<file path="config.mk">
export PLATFORM = sky130hd
export DESIGN_NAME = parity_serial_tx
export DESIGN_NICKNAME = d
export VERILOG_FILES = /design/src/rtl/parity_serial_tx.sv
export SDC_FILE = /design/constraint.sdc
export NUM_CORES = 1
export LEC_CHECK = 0
export ABC_AREA = 1
export CORE_ASPECT_RATIO = 1.4
export CORE_MARGIN = 10
export CORE_UTILIZATION = 55
export CTS_BUF_LIST = sky130_fd_sc_hd__clkbuf_4 sky130_fd_sc_hd__clkbuf_8
export CTS_CLUSTER_SIZE = 20
export DETAILED_ROUTE_END_ITERATION = 12
export PLACE_DENSITY = 0.82
export SLEW_MARGIN = 10
export SYNTH_ARGS = -nofsm -noshare
export SYNTH_HDL_FRONTEND = slang
export SYNTH_SLANG_ARGS = --single-unit
</file>
<file path="constraint.sdc">
create_clock -name clk -period 4 [get_ports clk]
set_input_delay 0.8 -clock clk [delete_from_list [all_inputs] [get_ports clk]]
set_output_delay 0.8 -clock clk [all_outputs]
set_load 0.01 [all_outputs]
</file>
<file path="src/rtl/parity_serial_tx.sv">
// rtl/parity_serial_tx.sv - start/data(LSB first)/parity/stop serial framer; optional PARITY_CHECK_EN input checker
module parity_serial_tx #(
    parameter int DATA_W     = 32,
    parameter int BIT_CYCLES = 4
) (
    input  logic              clk,
    input  logic              rst_n,
    input  logic [DATA_W-1:0] in_data,
    input  logic              in_parity,
    input  logic              in_valid,
    output logic              in_ready,
    output logic              tx,
    output logic              busy,
    output logic              done,
    output logic              par_err
);

    typedef enum logic [2:0] {
        S_IDLE,
        S_START,
        S_DATA,
        S_PARITY,
        S_STOP
    } state_t;

    localparam int              BW       = (DATA_W > 1) ? $clog2(DATA_W) : 1;
    localparam logic [7:0]      CYC_LAST = 8'(BIT_CYCLES - 1);
    localparam logic [BW-1:0]   BIT_LAST = BW'(DATA_W - 1);

    state_t            state, state_n;
    logic [7:0]        cyc, cyc_n;
    logic [BW-1:0]     bitc, bitc_n;
    logic [DATA_W-1:0] shreg, shreg_n;
    logic              par, par_n;
    logic              tx_n;
    logic              accept;
    logic              cyc_last;

    assign in_ready = (state == S_IDLE);
    assign busy     = (state != S_IDLE);
    assign accept   = in_valid & in_ready;
    assign cyc_last = (cyc == CYC_LAST);
    assign done     = (state == S_STOP) && cyc_last;

    always_ff @(posedge clk or negedge rst_n) begin
        if (!rst_n) begin
            state <= S_IDLE;
            cyc   <= '0;
            bitc  <= '0;
            shreg <= '0;
            par   <= 1'b0;
            tx    <= 1'b1;
        end else begin
            state <= state_n;
            cyc   <= cyc_n;
            bitc  <= bitc_n;
            shreg <= shreg_n;
            par   <= par_n;
            tx    <= tx_n;
        end
    end

    always_comb begin
        state_n = state;
        cyc_n   = cyc_last ? '0 : cyc + 8'd1;
        bitc_n  = bitc;
        shreg_n = shreg;
        par_n   = par;
        case (state)
            S_IDLE: begin
                cyc_n  = '0;
                bitc_n = '0;
                if (accept) begin
                    state_n = S_START;
                    shreg_n = in_data;
                    par_n   = in_parity;
                end
            end
            S_START: begin
                if (cyc_last) state_n = S_DATA;
            end
            S_DATA: begin
                if (cyc_last) begin
                    shreg_n = shreg >> 1;
                    if (bitc == BIT_LAST) begin
                        state_n = S_PARITY;
                        bitc_n  = '0;
                    end else begin
                        bitc_n  = bitc + 1'b1;
                    end
                end
            end
            S_PARITY: begin
                if (cyc_last) state_n = S_STOP;
            end
            S_STOP: begin
                if (cyc_last) state_n = S_IDLE;
            end
            default: state_n = S_IDLE;
        endcase
    end

    // tx is registered from next-state values so it lines up with the state it belongs to
    always_comb begin
        tx_n = 1'b1;
        case (state_n)
            S_START:  tx_n = 1'b0;
            S_DATA:   tx_n = shreg_n[0];
            S_PARITY: tx_n = par_n;
            default:  tx_n = 1'b1;
        endcase
    end

`ifdef PARITY_CHECK_EN
    always_ff @(posedge clk or negedge rst_n) begin
        if (!rst_n) par_err <= 1'b0;
        else        par_err <= accept && ((^in_data) != in_parity);
    end
`else
    assign par_err = 1'b0;
`endif

endmodule

</file>
==> results of run 1 <==
## where the power goes
part / internal [W] / total (W) / switching (W) / leakage (nW)
Clock: 0.000143 / 0.000317 / 0.000174 / 0.0514
Combinational: 0.0000291 / 0.0000447 / 0.0000156 / 0.755
Sequential: 0.000505 / 0.000505 / 0 / 0.566
## registers in the layout, summed over array words and instances, names as in the netlist
name	count
tx	1
state	3
shreg	32
par	1
bitc	5
cyc	8
## layer usage
layer / track usage, % / up-vias / routed length (um)
met4: 4.70 / 0 / 72
met2: 24.2 / 31 / 2800
met3: 2.97 / 4 / 163
met5: 0 / - / 0
li1: - / 942 / -
met1: 14.8 / 906 / 2230
## logic make-up after synthesis
kind of cell    count (synthesis)  share of synthesized area, %
other cells                     1                         0.139
simple gates                  105                          20.1
compound gates                 42                          19.9
fa+ha+maj                       3                          1.39
xor+xnor                        3                         0.975
buf+inv                        61                          11.0
flops                          50                          46.5
## through the flow
stage / hold slack, ns / worst slack, ns / util [%]
CTS: 0.477 / 1.24 / 65.8
floorplan: 0.430 / 2.18 / -
detailed placement: 0.465 / 1.59 / 63.7
finish: 0.471 / 1.27 / 65.8
global placement: 0.441 / 1.65 / 63.7
global route: 0.510 / 1.11 / 65.8
## path summary, 6_finish.rpt
check / to / slack, ns / cells after the start
max: done / 1.27 / 6
min: cyc[0] / 0.47 / 1
max reg2reg: shreg[8] / 2.00 / 6
min reg2reg: cyc[0] / 0.47 / 1
max in group asynchronous: par / 2.63 / 1
min in group asynchronous: cyc[3] / 0.70 / 1
## worst reg2reg max path, cell delays in order (launching register included)
cell	delay (ns)
dfrtp_1	0.40
ha_1	0.24
nand3_1	0.19
nor2_8	0.09
nand2_4	0.43
nand2_8	0.31
o221ai_2	0.26
## layout by cell type (no fill, tap or decap), types with 4 or more instances in the layout
cell type and instances:
nand3_2 4, nand2_1 54, nand3_1 13, nor2_1 17, o221ai_2 30, clkbuf_8 6
inv_1 42, clkdlybuf4s50_1 38, inv_2 6, dfrtp_1 49
## layout make-up
| type | count | area share, % |
|---|---|---|
| multi-input combinational | 154 | 36.3 |
| timing repair buffer | 39 | 12.2 |
| clock inverter | 2 | 0.554 |
| clock buffer | 6 | 2.61 |
| tap | 64 | 2.53 |
| sequential | 50 | 39.6 |
| inverter | 51 | 6.22 |
==> impl_metrics.yaml, run 1 <==
detailed_routing:
  routed_wl_mm: 5.27
  postRouteAntennaNets: 0
  vias_per_cell: 5.14
  drt_iter0_drc: 88
  drc: 0
  post_drt_wl_per_cell_um: 14.4
  vias: 1883
  first_pass_iters: 4
floorplan:
  start_util_pct: 56.1
  die-height_um: 103
  io_pins: 41
  fp.coreArea_sq_um: 4800
  die-area_sq_um: 8140
  die_x_um: 79.2
  num_rows: 30
synthesis:
  synth_edf_count: 0
  netlist_instances: 265
  netlist_area_sq_um: 2700
  yosysSeqAreaShare_pct: 46.5
  syn_avg_cell_area_sq_um: 10.2
  synthArstFlopShare_pct: 100
  ys_top_cells_by_area: "dfrtp_1 45%, o221ai_2 17%, nand2_1 7.5%, inv_1 5.8%, nand3_1 2.4%"
  netlist-cell-type-count: 36
  synth.most_common_cell: "nand2_1"
  synth_fp_nets: 304
  ys_ff_latch: 50
  synth_top_cell_area_share_pct: 45.5
  yosys_warnings: 0
  synth_top_area_cell: "dfrtp_1"
  ys_top_cells_by_count: "54 x nand2_1, 49 x dfrtp_1, 42 x inv_1, 30 x o221ai_2, 17 x nor2_1"
  synthFlopType: "dfrtp_1"
cts:
  insertion_delay_ns: 0.31
  root_buffer: "clkbuf_8"
  cts_setup_buffers: 0
  cts_resized: 0
  cts_buffers: 5
  cts_max_level: 2
  cts_num_sinks: 50
  hold_buffers: 0
  path_clk_slew_ns: 0.09
  cts.path.max_buffers: 2
  cts_tree: "built"
critical_path:
  cp_max_fo: 8
  reg2reg_from: "cyc[0]"
  critical_path_required_ns: 3.20
  cp.arrival_ns: 1.93
  crit_family: "buffers and inverters"
  cp-start-kind: "flip-flop"
  path_cells: "ha_1, nand2_1, nor2_1, nand2_2, nor2_1, clkdlybuf4s50_1"
  startpoint: "cyc[0]"
  slowest_stage: "clkdlybuf4s50_1"
  endpoint_kind: "output pin"
  crit_buf_inv: 1
  critical_path_class: "flip-flop to output pin"
  slowest_delay_ns: 0.55
  worst_path_most_repeated_cell: "nor2_1"
placement:
  place_congestion: 0.844
  port_buffers: 39
  dp.cells: 358
  place_area_sq_um: 3060
  dpl.hpwl_mm: 3.87
grt:
  grt_pass1_wl_mm: 8.85
  antenna_found_initial: 0
  grt_max_degree: 51
  groute.usage.overall_pct: 13.3
  overflow: 0
  grt_pass1_vias: 2030
cells_and_area:
  fillerInstances: 435
  drive_above_1_share_pct: 21.9
  instances_no_fill: 366
  postLayoutCellArea_sq_um: 3160
  ff_latch_area_sq_um: 1250
  diodes: 0
  num-nets-final: 340
  syn_to_final_growth_pct: 17.2
  multi_input_area_sq_um: 1150
sta:
  period_minus_slack_ns: 2.73
  fmax_mhz: 366
  min_period_over_period_pct: 68.3
  hold_viol_final: 0
  slew_viol_final: 0
  fin_tns_setup_ns: 0
  worst_pin_slew_ns: 1.09
  slew_headroom_pct: 27.0
  skew_ns: 0.0114
  setup_viol: 0
  rsz0062_at_grt: "no"
min_path:
  hold_class: "flip-flop to flip-flop"
  hp-start: "cyc[0]"
power_and_ir_drop:
  ir_worst_vdd_v: 0.000301
  power_density_nw_per_um2: 274
  cellLeakagePower_nw: 1.37
  power_w: 0.000866
outcome:
  status: "finished clean"
job:
  drv_cap: 0
Power figures use the tool's default switching activity.
==> inputs of run 2 (changes only) <==
clock period = 2.72 ns   (was 4 ns; I/O delays follow)
==> run 2 against run 1 <==
  * Utilization increased by 0.31 points
  * Sequential power increased by 47%
  * Non-clock buffer count increased by 2
  * Via count increased by 1.1%
  * Critical endpoint unchanged
==> impl_metrics.yaml, run 2 (synthesis results as in run 1) <==
sta:
  skew_ns: 0.0107
  hold_viol_final: 0
  slew_viol_final: 0
  fin_tns_setup_ns: 0
  slew_headroom_pct: 62.3
  fmax_mhz: 402
  min_period_over_period_pct: 91.4
  rsz0062_at_grt: "no"
  worst_pin_slew_ns: 0.565
  period_minus_slack_ns: 2.49
  setup_viol: 0
detailed_routing:
  post_drt_wl_per_cell_um: 14.0
  vias_per_cell: 5.17
  drc: 0
  vias: 1904
  first_pass_iters: 4
  drt_iter0_drc: 81
  postRouteAntennaNets: 0
  routed_wl_mm: 5.15
grt:
  grt_pass1_wl_mm: 8.98
  groute.usage.overall_pct: 13.7
  use_met2_pct: 23.7
  overflow: 0
  use_met3_pct: 3.32
  grt_max_degree: 33
  use_met1_pct: 15.7
  grt_pass1_vias: 1985
  busiest_layer: "met2"
  antenna_found_initial: 0
cts:
  cts_max_level: 2
  cts_buffers: 5
  root_buffer: "clkbuf_8"
  hold_buffers: 0
  cts_num_sinks: 50
  cts.path.max_buffers: 2
  path_clk_slew_ns: 0.10
  cts_tree: "built"
  cts_setup_buffers: 0
  insertion_delay_ns: 0.31
  cts_resized: 0
critical_path:
  cp-start-kind: "flip-flop"
  critical_path_required_ns: 2.18
  critical_path_class: "flip-flop to output pin"
  cp.arrival_ns: 1.94
  endpoint_kind: "output pin"
  cp_max_fo: 8
placement:
  port_buffers: 39
  place_congestion: 0.860
  dpl.hpwl_mm: 3.81
min_path:
  hold_class: "input port to asynchronous set/reset pin"
cells_and_area:
  diodes: 0
  reg_top3: "shreg: 32 flops, cyc: 8 flops, bitc: 5 flops"
  mostFrequentLayoutCells: "54 x nand2_1, 49 x dfrtp_1, 42 x inv_1, 38 x clkdlybuf4s50_1, 30 x o221ai_2"
  syn_to_final_growth_pct: 17.8
  largest_reg_flops: 32
  fillerInstances: 410
  fin_util_pct: 66.1
  regMostFlops: "shreg"
  num-nets-final: 342
  drive_above_1_share_pct: 22.4
  final_common_cell: "nand2_1"
outcome:
  status: "finished clean"
floorplan:
  fp.coreArea_sq_um: 4800
  die-height_um: 103
  start_util_pct: 56.1
  io_pins: 41
  num_rows: 30
  die-area_sq_um: 8140
  die_x_um: 79.2
power_and_ir_drop:
  p_comb_share_pct: 5.4
  power_w: 0.00127
  switching_share_pct: 21.4
  power.internal_w: 0.000997
  p_seq_share_pct: 58.6
  power_density_nw_per_um2: 399
  cellLeakagePower_nw: 1.38
  power_frac_clock_pct: 36.1
  ir_worst_vdd_v: 0.000319
  p_switching_w: 0.000271
job:
  drv_cap: 0
==> run 2: cell count changes in the layout (fill, tap and decap cells not counted) <==
cell,delta
buf_4,+2
==> run 2: power by group through the flow <==
| stage | Clock, W | Combinational, W | Sequential [W] |
|---|---|---|---|
| finish | 0.000457 | 0.0000682 | 0.000743 |
| global route | 0.000502 | 0.0000740 | 0.000743 |
| CTS | 0.000467 | 0.0000696 | 0.000743 |
| detailed placement | 0 | 0.0000692 | 0.000757 |
| global placement | 0 | 0.0000693 | 0.000757 |
| floorplan | 0 | 0.00000194 | 0.000758 |
==> run 2: stage by stage <==
step                      hold WS (ns)  instances  instance area, sq um  setup slack, ns
after floorplan                  0.248        265                  2700             1.15
after detailed placement         0.453        360                  3080            0.557
after global placement           0.441        360                  3080            0.628
after CTS                        0.216        368                  3180            0.218
after global routing             0.229        368                  3180           0.0754
final                            0.204        368                  3180            0.233
==> run 2: layer usage <==
layer / vias up / share of wire, % / wire (um)
li1: 951 / - / -
met1: 911 / 42 / 2190
met2: 34 / 52 / 2700
met3: 8 / 3.0 / 152
met4: 0 / 2.1 / 107
met5: - / 0 / 0
==> run 2: critical path, cell delays in order, from the launching register on <==
cell	delay, ns
dfrtp_1	0.37
ha_1	0.21
nand2_1	0.10
nor2_1	0.14
nand2_2	0.15
nor2_1	0.12
clkdlybuf4s50_1	0.55
==> run 2: final cells by class <==
class	instances	area [sq um]	share of cell area [%]
clock inverters	2	17.5	0.552
multi-input cells	154	1150	36.1
flip-flops and latches	50	1250	39.4
well taps	64	80.1	2.52
repair buffers	41	400	12.6
clock buffers	6	82.6	2.60
inverters	51	196	6.19
==> run 2: worst paths after layout <==
kind                       slack, ns  depth (start not counted)  startpoint         to
setup / recovery                0.23                          6      cyc[0]       done
setup reg to reg                0.72                          6      cyc[0]   shreg[4]
min in group clk                0.46                          1      cyc[0]     cyc[0]
max in group asynchronous       1.87                          2       rst_n         tx
hold reg to reg                 0.46                          1      cyc[0]     cyc[0]
hold / removal                  0.20                          1       rst_n  shreg[30]
